--- config.mk ---
export PLATFORM = sky130hd
export DESIGN_NAME = writeback_stage_flat
export DESIGN_NICKNAME = d
export VERILOG_FILES = /design/src/rtl/writeback_stage_pkg.sv /design/src/rtl/writeback_stage_if.sv /design/src/rtl/writeback_stage_load_align.sv /design/src/rtl/writeback_stage.sv /design/src/flat_wrapper.sv
export SDC_FILE = /design/constraint.sdc
export NUM_CORES = 1
export LEC_CHECK = 0
export ABC_AREA = 1
export BUFFER_PORTS_ARGS = -buffer_cell sky130_fd_sc_hd__clkbuf_2
export CAP_MARGIN = 10
export CELL_PAD_IN_SITES_DETAIL_PLACEMENT = 1
export CELL_PAD_IN_SITES_GLOBAL_PLACEMENT = 1
export CORE_MARGIN = 3
export CORE_UTILIZATION = 34
export DETAILED_ROUTE_END_ITERATION = 7
export PLACE_DENSITY_LB_ADDON = 0.1
export REMOVE_ABC_BUFFERS = 1
export SYNTH_ARGS = -nofsm -noshare
export SYNTH_HDL_FRONTEND = slang
export SYNTH_HIERARCHICAL = 1
export SYNTH_SLANG_ARGS = --single-unit
export TNS_END_PERCENT = 5
--- constraint.sdc ---
create_clock -name clk -period 2.7 [get_ports clk]
set_clock_uncertainty 0.2 [all_clocks]
set_input_delay 0.135 -clock clk [delete_from_list [all_inputs] [get_ports clk]]
set_output_delay 0.135 -clock clk [all_outputs]
set_load 0.02 [all_outputs]
--- src/rtl/writeback_stage_pkg.sv ---
// Shared definitions for the write-back stage.
// Provides the result-source encoding used by the W-stage result mux and
// the load funct3 codes decoded by the load aligner.
package riscv_wb_pkg;

    typedef enum logic [1:0] {
        RES_ALU  = 2'b00,
        RES_LOAD = 2'b01,
        RES_PC4  = 2'b10,
        RES_IMM  = 2'b11
    } result_src_e;

    localparam logic [2:0] F3_LB  = 3'b000;
    localparam logic [2:0] F3_LH  = 3'b001;
    localparam logic [2:0] F3_LW  = 3'b010;
    localparam logic [2:0] F3_LD  = 3'b011;
    localparam logic [2:0] F3_LBU = 3'b100;
    localparam logic [2:0] F3_LHU = 3'b101;
    localparam logic [2:0] F3_LWU = 3'b110;

endpackage

--- src/rtl/writeback_stage_if.sv ---
// MEM/WB boundary bundle.
// master: memory stage / pipeline control side (drives M-stage fields and
//         StallW/FlushW, observes W-stage results).
// slave : write-back stage (consumes M-stage fields, drives W-stage results).
interface writeback_stage_if #(
    parameter int unsigned XLEN   = 32,
    parameter int unsigned REG_AW = 5,
    parameter int unsigned CNT_W  = 64
);
    logic              StallW;
    logic              FlushW;
    logic              ValidM;
    logic              RegWriteM;
    logic [REG_AW-1:0] RdM;
    logic [1:0]        ResultSrcM;
    logic [2:0]        Funct3M;
    logic [XLEN-1:0]   ALUResultM;
    logic [XLEN-1:0]   ReadDataM;
    logic [XLEN-1:0]   PCPlus4M;
    logic [XLEN-1:0]   ImmExtM;

    logic [XLEN-1:0]   ResultW;
    logic [REG_AW-1:0] RdW;
    logic              RegWriteW;
    logic              ValidW;
    logic              LoadMisalignW;
    logic [CNT_W-1:0]  InstRetW;

    modport master (
        output StallW, FlushW, ValidM, RegWriteM, RdM, ResultSrcM, Funct3M,
               ALUResultM, ReadDataM, PCPlus4M, ImmExtM,
        input  ResultW, RdW, RegWriteW, ValidW, LoadMisalignW, InstRetW
    );

    modport slave (
        input  StallW, FlushW, ValidM, RegWriteM, RdM, ResultSrcM, Funct3M,
               ALUResultM, ReadDataM, PCPlus4M, ImmExtM,
        output ResultW, RdW, RegWriteW, ValidW, LoadMisalignW, InstRetW
    );
endinterface

--- src/rtl/writeback_stage_load_align.sv ---
// Combinational sub-word load extraction.
// Inputs : read_data (full aligned memory word), offset (byte offset within
//          the word), funct3 (load size/sign).
// Outputs: load_data (field shifted down and sign/zero-extended to XLEN),
//          misalign (access not naturally aligned for its size; not gated
//          with valid or result source).
module load_align
    import riscv_wb_pkg::*;
#(
    parameter int unsigned XLEN  = 32,
    parameter int unsigned OFF_W = (XLEN == 64) ? 3 : 2
) (
    input  logic [XLEN-1:0]  read_data,
    input  logic [OFF_W-1:0] offset,
    input  logic [2:0]       funct3,
    output logic [XLEN-1:0]  load_data,
    output logic             misalign
);
    logic [XLEN-1:0] shifted;

    assign shifted = read_data >> {offset, 3'b000};

    // Sized casts do the extension: a signed operand sign-extends, an
    // unsigned one zero-extends, and XLEN'(32-bit) is an identity on RV32.
    always_comb begin
        load_data = shifted;
        misalign  = 1'b0;
        case (funct3)
            F3_LB:  load_data = XLEN'($signed(shifted[7:0]));
            F3_LBU: load_data = XLEN'(shifted[7:0]);
            F3_LH: begin
                load_data = XLEN'($signed(shifted[15:0]));
                misalign  = offset[0];
            end
            F3_LHU: begin
                load_data = XLEN'(shifted[15:0]);
                misalign  = offset[0];
            end
            F3_LW: begin
                load_data = XLEN'($signed(shifted[31:0]));
                misalign  = (offset[1:0] != 2'b00);
            end
            // RV32 has no LD/LWU; they decode as LW there.
            F3_LD: begin
                if (XLEN == 64) begin
                    load_data = shifted;
                    misalign  = (offset != '0);
                end else begin
                    load_data = XLEN'($signed(shifted[31:0]));
                    misalign  = (offset[1:0] != 2'b00);
                end
            end
            F3_LWU: begin
                if (XLEN == 64) begin
                    load_data = XLEN'(shifted[31:0]);
                end else begin
                    load_data = XLEN'($signed(shifted[31:0]));
                end
                misalign = (offset[1:0] != 2'b00);
            end
            default: begin
                load_data = shifted;
                misalign  = 1'b0;
            end
        endcase
    end
endmodule

--- src/rtl/writeback_stage.sv ---
// Write-back stage: MEM/WB pipeline register with stall/flush, load data
// extraction, four-way result select, register-file write gating,
// misaligned-load flag and retired-instruction counter.
// Ports: clk (rising edge), rst (synchronous, active-low), bus (slave side
// of writeback_stage_if carrying the M-stage fields, StallW/FlushW and the
// W-stage results ResultW/RdW/RegWriteW/ValidW/LoadMisalignW/InstRetW).
module writeback_stage
    import riscv_wb_pkg::*;
#(
    parameter int unsigned XLEN   = 32,
    parameter int unsigned REG_AW = 5,
    parameter int unsigned CNT_W  = 64
) (
    input  logic              clk,
    input  logic              rst,
    writeback_stage_if.slave  bus
);
    localparam int unsigned OFF_W = (XLEN == 64) ? 3 : 2;

    logic              valid_q,      valid_d;
    logic              reg_write_q,  reg_write_d;
    logic [REG_AW-1:0] rd_q,         rd_d;
    result_src_e       result_src_q, result_src_d;
    logic [2:0]        funct3_q,     funct3_d;
    logic [XLEN-1:0]   alu_q,        alu_d;
    logic [XLEN-1:0]   rdata_q,      rdata_d;
    logic [XLEN-1:0]   pc4_q,        pc4_d;
    logic [XLEN-1:0]   imm_q,        imm_d;
    logic [CNT_W-1:0]  inst_ret_q,   inst_ret_d;

    logic [XLEN-1:0]   load_data;
    logic              align_misalign;
    logic              load_misalign;
    logic              retire;
    logic [XLEN-1:0]   result;

    // Retirement looks only at the instruction already in W, so a flush
    // on the same edge squashes the incoming one but still counts this one.
    assign retire = valid_q & ~bus.StallW & ~load_misalign;

    always_comb begin
        valid_d      = valid_q;
        reg_write_d  = reg_write_q;
        rd_d         = rd_q;
        result_src_d = result_src_q;
        funct3_d     = funct3_q;
        alu_d        = alu_q;
        rdata_d      = rdata_q;
        pc4_d        = pc4_q;
        imm_d        = imm_q;
        inst_ret_d   = inst_ret_q + CNT_W'(retire);
        if (bus.FlushW) begin
            valid_d      = 1'b0;
            reg_write_d  = 1'b0;
            rd_d         = '0;
            result_src_d = RES_ALU;
            funct3_d     = '0;
            alu_d        = '0;
            rdata_d      = '0;
            pc4_d        = '0;
            imm_d        = '0;
        end else if (!bus.StallW) begin
            valid_d      = bus.ValidM;
            reg_write_d  = bus.RegWriteM;
            rd_d         = bus.RdM;
            result_src_d = result_src_e'(bus.ResultSrcM);
            funct3_d     = bus.Funct3M;
            alu_d        = bus.ALUResultM;
            rdata_d      = bus.ReadDataM;
            pc4_d        = bus.PCPlus4M;
            imm_d        = bus.ImmExtM;
        end
    end

    always_ff @(posedge clk) begin
        if (!rst) begin
            valid_q      <= 1'b0;
            reg_write_q  <= 1'b0;
            rd_q         <= '0;
            result_src_q <= RES_ALU;
            funct3_q     <= '0;
            alu_q        <= '0;
            rdata_q      <= '0;
            pc4_q        <= '0;
            imm_q        <= '0;
            inst_ret_q   <= '0;
        end else begin
            valid_q      <= valid_d;
            reg_write_q  <= reg_write_d;
            rd_q         <= rd_d;
            result_src_q <= result_src_d;
            funct3_q     <= funct3_d;
            alu_q        <= alu_d;
            rdata_q      <= rdata_d;
            pc4_q        <= pc4_d;
            imm_q        <= imm_d;
            inst_ret_q   <= inst_ret_d;
        end
    end

    load_align #(
        .XLEN  (XLEN),
        .OFF_W (OFF_W)
    ) u_load_align (
        .read_data (rdata_q),
        .offset    (alu_q[OFF_W-1:0]),
        .funct3    (funct3_q),
        .load_data (load_data),
        .misalign  (align_misalign)
    );

    assign load_misalign = valid_q & (result_src_q == RES_LOAD) & align_misalign;

    always_comb begin
        result = alu_q;
        case (result_src_q)
            RES_ALU:  result = alu_q;
            RES_LOAD: result = load_misalign ? '0 : load_data;
            RES_PC4:  result = pc4_q;
            RES_IMM:  result = imm_q;
            default:  result = alu_q;
        endcase
    end

    assign bus.ResultW       = result;
    assign bus.RdW           = rd_q;
    assign bus.ValidW        = valid_q;
    assign bus.LoadMisalignW = load_misalign;
    assign bus.RegWriteW     = reg_write_q & valid_q & (rd_q != '0) & ~load_misalign;
    assign bus.InstRetW      = inst_ret_q;
endmodule

--- src/flat_wrapper.sv ---
// flat-port wrapper written by rule: the top's interface ports become plain ports
module writeback_stage_flat import riscv_wb_pkg::*;
#(
    parameter int unsigned XLEN   = 32,
    parameter int unsigned REG_AW = 5,
    parameter int unsigned CNT_W  = 64
)
  (clk, rst, bus_StallW, bus_FlushW, bus_ValidM, bus_RegWriteM, bus_RdM, bus_ResultSrcM, bus_Funct3M, bus_ALUResultM, bus_ReadDataM, bus_PCPlus4M, bus_ImmExtM, bus_ResultW, bus_RdW, bus_RegWriteW, bus_ValidW, bus_LoadMisalignW, bus_InstRetW);
  writeback_stage_if #(.XLEN(XLEN), .REG_AW(REG_AW), .CNT_W(CNT_W)) bus_i ();
  input  logic clk;
  input  logic rst;
  input wire logic [$bits(bus_i.StallW)-1:0] bus_StallW;
  input wire logic [$bits(bus_i.FlushW)-1:0] bus_FlushW;
  input wire logic [$bits(bus_i.ValidM)-1:0] bus_ValidM;
  input wire logic [$bits(bus_i.RegWriteM)-1:0] bus_RegWriteM;
  input wire logic [$bits(bus_i.RdM)-1:0] bus_RdM;
  input wire logic [$bits(bus_i.ResultSrcM)-1:0] bus_ResultSrcM;
  input wire logic [$bits(bus_i.Funct3M)-1:0] bus_Funct3M;
  input wire logic [$bits(bus_i.ALUResultM)-1:0] bus_ALUResultM;
  input wire logic [$bits(bus_i.ReadDataM)-1:0] bus_ReadDataM;
  input wire logic [$bits(bus_i.PCPlus4M)-1:0] bus_PCPlus4M;
  input wire logic [$bits(bus_i.ImmExtM)-1:0] bus_ImmExtM;
  output wire logic [$bits(bus_i.ResultW)-1:0] bus_ResultW;
  output wire logic [$bits(bus_i.RdW)-1:0] bus_RdW;
  output wire logic [$bits(bus_i.RegWriteW)-1:0] bus_RegWriteW;
  output wire logic [$bits(bus_i.ValidW)-1:0] bus_ValidW;
  output wire logic [$bits(bus_i.LoadMisalignW)-1:0] bus_LoadMisalignW;
  output wire logic [$bits(bus_i.InstRetW)-1:0] bus_InstRetW;
  assign bus_i.StallW = bus_StallW;
  assign bus_i.FlushW = bus_FlushW;
  assign bus_i.ValidM = bus_ValidM;
  assign bus_i.RegWriteM = bus_RegWriteM;
  assign bus_i.RdM = bus_RdM;
  assign bus_i.ResultSrcM = bus_ResultSrcM;
  assign bus_i.Funct3M = bus_Funct3M;
  assign bus_i.ALUResultM = bus_ALUResultM;
  assign bus_i.ReadDataM = bus_ReadDataM;
  assign bus_i.PCPlus4M = bus_PCPlus4M;
  assign bus_i.ImmExtM = bus_ImmExtM;
  assign bus_ResultW = bus_i.ResultW;
  assign bus_RdW = bus_i.RdW;
  assign bus_RegWriteW = bus_i.RegWriteW;
  assign bus_ValidW = bus_i.ValidW;
  assign bus_LoadMisalignW = bus_i.LoadMisalignW;
  assign bus_InstRetW = bus_i.InstRetW;
  writeback_stage #(.XLEN(XLEN), .REG_AW(REG_AW), .CNT_W(CNT_W)) u_core (.clk(clk), .rst(rst), .bus(bus_i));
endmodule
After elaboration in Yosys (flattened, before gate mapping):

Index checks and enable logic that the tools add are counted.

* bits of input ports: 144
* register bits: 204
* output and inout port bits: 104

* add/subtract/negate cells: 1
* reductions and logical operators: 7
* equal/unequal tests: 9
* shifts and indexed selects: 1
* mux-type cells: 4
* bitwise logic cells: 10

Operator list (number)
* $pmux 32 s4: 2
* $add 64x1->64: 1
* $mux 32: 1
* $shr 32x5->32: 1
* $eq 3x3->1 const B: 3
* $and 1x1->1: 7
* $eq 3x2->1 const B: 2
* $reduce_bool 5->1: 1
* $eq 2x2->1 const B: 2
* $reduce_or 2->1: 2
* $eq 3x1->1 const B: 1
* $logic_not 3->1: 1
* $not 1->1: 3
* $reduce_or 3->1: 1
* $eq 2x1->1 const B: 1
* $logic_not 2->1: 1
* $pmux 1 s2: 1
* $reduce_bool 2->1: 1

Depth between registers and ports, before layout:

Gate-level depths: netlist of the first run.

* word-level depth: 7
* gate-level depth with buffers: 20
* mapped depth without buffers: 18

Hierarchy:

Netlist of the first run, hierarchy kept.

By module, submodules not included
* writeback_stage: area each 9574.2 um^2, cells an instance 1456, times used 1
* load_align: area each 922.1 um^2, cells an instance 167, times used 1

Worst setup path before layout of the first run:

OpenSTA, ideal clock, no wires.

* kind: reg2reg
* start point: register u_core.alu_q[1]
* end point: register u_core.inst_ret_q[36] (netlist: u_core/bus.InstRetW[36])
* path slack: -0.043 ns
* setup time: 0.113 ns
* stages on the path, launching flop included: 19
* path buffers: 2
* arrival time: 2.430 ns
* clock period less this slack: 2.743 ns
* cell sequence: dfxtp_1 -> buf_6 -> clkbuf_1 -> o211ai_1 -> o21ai_0 -> nand2_1 -> nor2_4 -> nor3_1 -> ha_1 -> ha_1 -> nand2_2 -> nor2_8 -> nand2_4 -> nor2_8 -> nand2_2 -> nor2_1 -> nand2_1 -> nand2_1 -> nor2_1

* cells in the longest elaborated chain, start to end: 6

RTL lines
* from (decl): line writeback_stage.sv:25 `logic [XLEN-1:0] alu_q, alu_d;`
* from (signal assigned): line writeback_stage.sv:93 `alu_q <= alu_d;`
* $reduce_bool 2->1: line writeback_stage_load_align.sv:41, writeback_stage_load_align.sv:50, writeback_stage_load_align.sv:59
* $pmux 1 s2: line writeback_stage_load_align.sv:28 `case (funct3)`
* net u_core.align_misalign: line writeback_stage.sv:32 `logic align_misalign;`
* $and 1x1->1: line writeback_stage.sv:112 `assign load_misalign = valid_q & (result_src_q == RES_LOAD) & align_misalign;`
* net bus_LoadMisalignW: line flat_wrapper.sv:27 `output wire logic [$bits(bus_i.LoadMisalignW)-1:0] bus_LoadMisalignW;`
* $not 1->1: line writeback_stage.sv:39 `assign retire = valid_q & ~bus.StallW & ~load_misalign;`
* $and 1x1->1: line writeback_stage.sv:39
* $add 64x1->64: line writeback_stage.sv:51 `inst_ret_d = inst_ret_q + CNT_W'(retire);`
* to (signal assigned): line writeback_stage.sv:97 `inst_ret_q <= inst_ret_d;`
* to (decl): line writeback_stage.sv:29 `logic [CNT_W-1:0] inst_ret_q, inst_ret_d;`

The timed path passes the listed nets, and every way through them passes these cells.
A chain may end at the register's enable or synchronous reset.

Worst setup path after layout of the first run:

* start point: register u_core.alu_q[0]
* end point: output port bus_ResultW[31]

* elaborated cells on any way between the ends: 7

RTL lines
* $shr 32x5->32: line writeback_stage_load_align.sv:21 `assign shifted = read_data >> {offset, 3'b000};`
* $pmux 32 s4: line writeback_stage_load_align.sv:28
* net u_core.load_data[31]: line writeback_stage.sv:31 `logic [XLEN-1:0] load_data;`
* $mux 32: line writeback_stage.sv:118 `RES_LOAD: result = load_misalign ? '0 : load_data;`
* $pmux 32 s4: line writeback_stage.sv:116 `case (result_src_q)`
* to (decl): line flat_wrapper.sv:23 `output wire logic [$bits(bus_i.ResultW)-1:0] bus_ResultW;`

The timed path passes the listed nets, and every way through them passes these cells.

==> results.txt, run 1 <==
Top FF cell, synth = dfxtp_1
simple logic cell fraction of the synthesized area = 41.1%
area leader, netlist = dfxtp_1
endpoint class of the critical path = output pin
port buffer count = 247
YS warnings = 6
Crit Path Max Fanout = 26
distinct cell type count of the synthesized netlist = 37
first-pass GRT wire length = 67000 µm
total congestion overflow = 0
worst r2r src = u_core/alu_q[0]$_SDFFE_PP0N_
Avg WL per Cell = 17.6 µm
Reg-to-Reg End = u_core/bus.InstRetW[49]$_SDFF_PN0_
Seq cells post-synth = 204
WP data required = 2370 ps
sequential area share after synthesis = 38.9%
Area growth syn-to-layout = 38.7%
largest net degree at the start of global routing = 95
DRT iter0 DRCs = 636
number of synthesized flops with an enable pin = 0
antenna-violating nets left = 0
Power Density = 508 mW/mm²
Yosys top cell area share = 38.9%
row count = 63
ys async rst share = 0%
die area = 0.0330 mm²
WS Path Type = flop to output pin
Fin Setup TNS = 0 ps
Die Width = 182 µm
TritonCTS Buffers = 26
DR vias = 12100
Mapped Area = 0.0105 mm²
Worst R2R Setup Slack = 170 ps
most frequent cells in the layout = 601 x nand2_1, 246 x clkbuf_2, 200 x dfxtp_1
compound-cell area share of the yosys netlist = 11.0%
Layout Nets = 2136
startpoint types = flop
FF-to-FF path depth = 14
crit share post-route = 96.0%
RePlAce Congestion = 0.881
maxcap violations = 0
RSZ-0062 raised after global routing = yes
Max Used Layer = met5
f_max = 386 MHz
hold path endpoint = u_core/imm_q[27]$_SDFFE_PP0N_
Top Ports = 248
Total Routed Length = 42200 µm
adder-cell share of the synthesized area = 0.238%
CTS max path bufs = 3
most common cell after layout, fill and taps aside = nand2_1
clk slew on worst S/H paths = 60 ps
fin util = 48.5%
Die Y = 182 µm
Synth Area per Inst = 6.47 µm²
metal2 WL = 21100 µm
Leak Pwr = 6.29 nW
CTS tree = yes
Slew @ Worst Pin = 993 ps
total global-route track usage = 24.7%
initial core utilization = 34.9%
hold slack final = 179 ps
status = complete, no violations
Worst VDD drop = 0.000505 V
share of post-route cells with drive strength above 1 = 20.6%
WL met1 = 17600 µm
Synth area leaders = dfxtp_1 39%, nand2_1 21%, a21oi_1 8.7%
post-synthesis mux area share = 0%
CP startpoint = u_core/alu_q[0]$_SDFFE_PP0N_
main combinational cell family by area after synthesis = simple AND/OR/NAND/NOR gates
worst min-delay path category = input pin to flop
Via-to-Cell Ratio = 5.03
initial antenna violation count = 6
CTS root buffer = clkbuf_16
vias in the first global route = 12700
WHS Path Cells = 4
htree depth = 1
DRC Markers = 0
worst skew pair latency = 530 ps
critical path arrival = 2260 ps
Max Slew Vio Count = 0
final setup fails = 0
DR WL met3 = 1900 µm
Final HPWL DP = 27600 µm
core area = 0.0300 mm²
clk sinks = 204
drt pass-1 iters = 5
synthesized instance count = 1623
Max-slew headroom = 33.8%
hold violation count in the final report = 0
hold_sp = bus_ImmExtM[27]
post-synthesis xor/xnor area fraction = 0.834%
Final min period = 2590 ps
[stage by stage]
step	worst slack [ps]	cell area, µm²	instances	total power [W]
after floorplan	-663	10100	1536	0.00348
after global placement	32.8	12100	2204	0.00379
after detailed placement	-16.9	12100	2204	0.00380
after CTS	-11.9	14400	2395	0.00749
after global routing	-29.7	14600	2401	0.00770
final	107	14600	2402	0.00739
[kinds of logic after synthesis]
group | count (synthesis)
flops | 204
xor+xnor | 10
buf+inv | 191
fa+ha+maj | 2
simple gates | 991
compound gates | 225
[power by group]
group / total [W] / switching [W] / internal, W
clock network: 0.00347 / 0.00134 / 0.00213
logic: 0.000807 / 0.000449 / 0.000358
registers: 0.00312 / 0.0000414 / 0.00308
[synth_stat cells, types with 2 or more instances]
cell,instances
clkbuf_1,51
nand3_4,2
o21ai_0,18
o21ai_1,17
nand2_2,14
nand3_2,16
nor2_1,169
nor2_2,14
nor3_1,6
nor2b_1,2
nor2_8,3
nand3_1,104
or2_1,2
nor2_4,10
nand4_1,45
a21oi_1,182
buf_8,2
xor2_1,7
ha_1,2
buf_2,24
buf_6,5
inv_2,9
a211oi_1,3
nand2_1,601
dfxtp_1,204
o21bai_1,2
inv_1,93
xnor2_1,3
buf_1,4
nand2_4,2
[worst max-delay path: stages, from the launching register on]
cell	delay, ps
dfxtp_2	390
buf_6	260
nand2_1	100
nand3_2	110
nand3_4	260
nand3_1	200
nand2_1	90
nand4_1	120
clkbuf_2	190
[state kept, by name, indices dropped and copies added, names as in the netlist]
name	cells
u_core/rdata_q	32
u_core/pc4_q	32
u_core/result_src_q	2
u_core/bus.RdW	5
u_core/funct3_q	3
u_core/bus.InstRetW	64
u_core/bus.ValidW	1
u_core/imm_q	32
u_core/alu_q	32
u_core/reg_write_q	1
[timing repair]
| item | CTS | global route |
|---|---|---|
| gates resized for setup | 9 | 23 |
| hold buffers | 146 | 0 |
| setup buffers | 0 | 2 |
| hold endpoints to repair | 155 | 0 |
| setup endpoints to repair | 36 | 69 |
| gates cloned | 0 | 0 |
| pin swaps | 0 | 8 |
[routing by layer]
metal / global-route usage, % / up-vias
met4: 8.74 / 4
met2: 44.8 / 322
li1: - / 5922
met1: 29.4 / 5743
met3: 3.81 / 97
met5: 0 / -
[layout make-up]
cell class,instances,area (µm²)
flip-flops and latches,204,4090
fillers,3964,15500
diodes,5,12.5
well taps,390,488
inverters,104,400
repair buffers,426,3030
multi-input cells,1228,5670
clock buffers,40,803
clock inverters,5,63.8
[worst max-delay path by stage]
| stage | slack, ps | endpoint | cells past startpoint |
|---|---|---|---|
| 2_1_floorplan | -660 | u_core/bus.InstRetW[36]$_SDFF_PN0_ | 14 |
| 4_1_cts | -10 | bus_ResultW[31] | 9 |
| 3_5_place_dp | -20 | u_core/bus.InstRetW[36]$_SDFF_PN0_ | 16 |
| 6_report | 110 | bus_ResultW[31] | 8 |
| 5_1_grt | -30 | u_core/bus.InstRetW[52]$_SDFF_PN0_ | 16 |
| 3_3_place_gp | 30 | u_core/bus.InstRetW[36]$_SDFF_PN0_ | 16 |
No activity file was read; power rests on OpenSTA's default activity.
==> inputs of run 2 (changes only) <==
Settings changed: CORE_UTILIZATION 34 to 37, SKIP_LAST_GASP from default to 1.
Clock period 2.7 ns to 2.95 ns, I/O delays scaled along.
==> results.txt, run 2 (synthesized netlist as in run 1, its figures left out) <==
worst skew pair latency = 520 ps (about the same)
Area growth syn-to-layout = 37.9%
endpoint class of the critical path = output pin
hold slack final = 17.2 ps (-162 ps)
RSZ-0062 raised after global routing = yes
most frequent cells in the layout = 601 x nand2_1, 246 x clkbuf_2, 202 x dfxtp_1
critical path arrival = 2510 ps (+250 ps)
Max Slew Vio Count = 0 (unchanged)
Worst VDD drop = 0.000406 V (-20%)
Power Density = 466 mW/mm² (-8.4%)
Slew @ Worst Pin = 1050 ps (+58.0 ps)
Critical Path Max Stage Delay = 880 ps (+490 ps)
Cell Chain, Critical Path = buf_4 > nor2_2 > nand2_1 > nand4_1 > clkbuf_2
htree depth = 1 (unchanged)
antenna-violating nets left = 0 (unchanged)
Die Width = 174 µm (-4.0%)
CTS max path bufs = 3 (unchanged)
Leak Pwr = 6.30 nW (+0.18%)
WP data required = 2600 ps (+230 ps)
Fillers = 3707 (-6.5%)
row count = 61 (-3.2%)
Max-slew headroom = 29.8% (-3.9 points)
max FFs per register = 64 (unchanged)
startpoint types = flop
Slowest cell on crit path = nor2_2
WS Path Type = flop to output pin
total global-route track usage = 27.5% (+2.8 points)
crit share post-route = 97.0%
clk sinks = 204 (unchanged)
Top Ports = 248 (unchanged)
Total Power = 0.00674 W (-8.8%)
initial antenna violation count = 4 (-2)
TritonCTS Buffers = 25 (-3.8%)
CTS root buffer = clkbuf_16
Crit Path Max Fanout = 34 (+31%)
hold violation count in the final report = 0 (unchanged)
total congestion overflow = 0 (unchanged)
clk slew on worst S/H paths = 60 ps (about the same)
drt pass-1 iters = 5 (unchanged)
Layout Nets = 2137 (+0.047%)
Total Routed Length = 43100 µm (+2.1%)
Final min period = 2860 ps
vias in the first global route = 13000 (+1.8%)
core area = 0.0279 mm² (-7.2%)
largest net degree at the start of global routing = 143 (+51%)
maxcap violations = 0 (unchanged)
Final HPWL DP = 26400 µm (-4.5%)
CTS tree = yes
share of post-route cells with drive strength above 1 = 19.2% (-1.4 points)
Via-to-Cell Ratio = 5.12 (+1.7%)
worst min-delay path category = input pin to flop
first-pass GRT wire length = 68200 µm (+1.8%)
DR vias = 12200 (+1.2%)
die area = 0.0304 mm² (-7.8%)
final setup fails = 0 (unchanged)
DRT iter0 DRCs = 655 (+3.0%)
Die Y = 174 µm (-4.0%)
f_max = 349 MHz
most common cell after layout, fill and taps aside = nand2_1
DRC Markers = 0 (unchanged)
status = complete, no violations
Post-CTS Setup Inserts = 0 (unchanged)
Avg WL per Cell = 18.0 µm (+2.5%)
port buffer count = 247 (unchanged)
initial core utilization = 37.7% (+2.7 points)
Worst R2R Setup Slack = 230 ps (+60 ps)
RePlAce Congestion = 0.845 (-4.0%)
-- run 2: cell types whose count changed in the layout (fill, tap and decap cells not counted), moves of 3 or more --
cell	delta
dlygate4sd3_1	+20
nor2_4	-4
clkbuf_8	-4
clkinv_2	+5
buf_4	-17
buf_12	-3
nor2_1	+7
-- run 2: repair_timing --
| action | 4_1_cts | 5_1_grt |
|---|---|---|
| setup endpoints to repair | 24 | 47 |
| hold endpoints to repair | 155 | 0 |
| resized for setup | 1 | 5 |
| hold buffers | 166 | 0 |
| gates cloned | 0 | 1 |
| pin swaps | 0 | 2 |
-- run 2: area by class of cell --
type,count,area (µm²),area share (%)
Timing Repair Buffer,427,3050,21.1
Antenna cell,4,10.0,0.0691
Multi-Input combinational cell,1229,5620,38.8
Tap cell,378,473,3.27
Sequential cell,204,4090,28.2
Clock buffer,35,723,5.00
Clock inverter,11,111,0.769
Inverter,104,400,2.77
-- run 2: path summary, 6_finish.rpt --
check,start,end,cells after the start
setup reg to reg,u_core/funct3_q[0]$_SDFFE_PP0N_,u_core/bus.InstRetW[60]$_SDFF_PN0_,17
setup / recovery,u_core/result_src_q[0]$_SDFFE_PP0N_,bus_ResultW[11],5
hold reg to reg,u_core/pc4_q[18]$_SDFFE_PP0N_,u_core/pc4_q[18]$_SDFFE_PP0N_,2
hold / removal,bus_StallW,u_core/imm_q[31]$_SDFFE_PP0N_,4
-- run 2: report_power, final --
group	switching, W	internal (W)
sequential	0.0000404	0.00282
clock	0.00126	0.00188
combinational	0.000421	0.000324
total	0.00172	0.00502
-- run 2: worst max-delay path, delay by kind of cell, from the launching register on --
family	cells	cell delay [ps]
buf+inv	2	470
flops	1	320
simple gates	3	1170
-- run 2: routing by layer --
metal | vias to the layer above | global-route usage [%] | wire length (µm)
li1 | 5925 | - | -
met1 | 5908 | 32.0 | 17500
met2 | 307 | 50.7 | 22300
met3 | 97 | 3.69 | 1670
met4 | 0 | 11.0 | 1560
met5 | - | 0 | 0
-- run 2: per-stage QoR --
stage	utilization (%)	cell area [µm²]	instances	setup slack (ps)	setup TNS [ps]
5_1_grt	52.0	14500	2392	-88.8	-565
3_5_place_dp	42.9	11900	2175	132	0
6_report	52.0	14500	2392	88.4	0
3_3_place_gp	42.9	11900	2175	243	0
2_1_floorplan	-	10100	1536	-413	-24920
4_1_cts	51.8	14400	2387	53.8	0
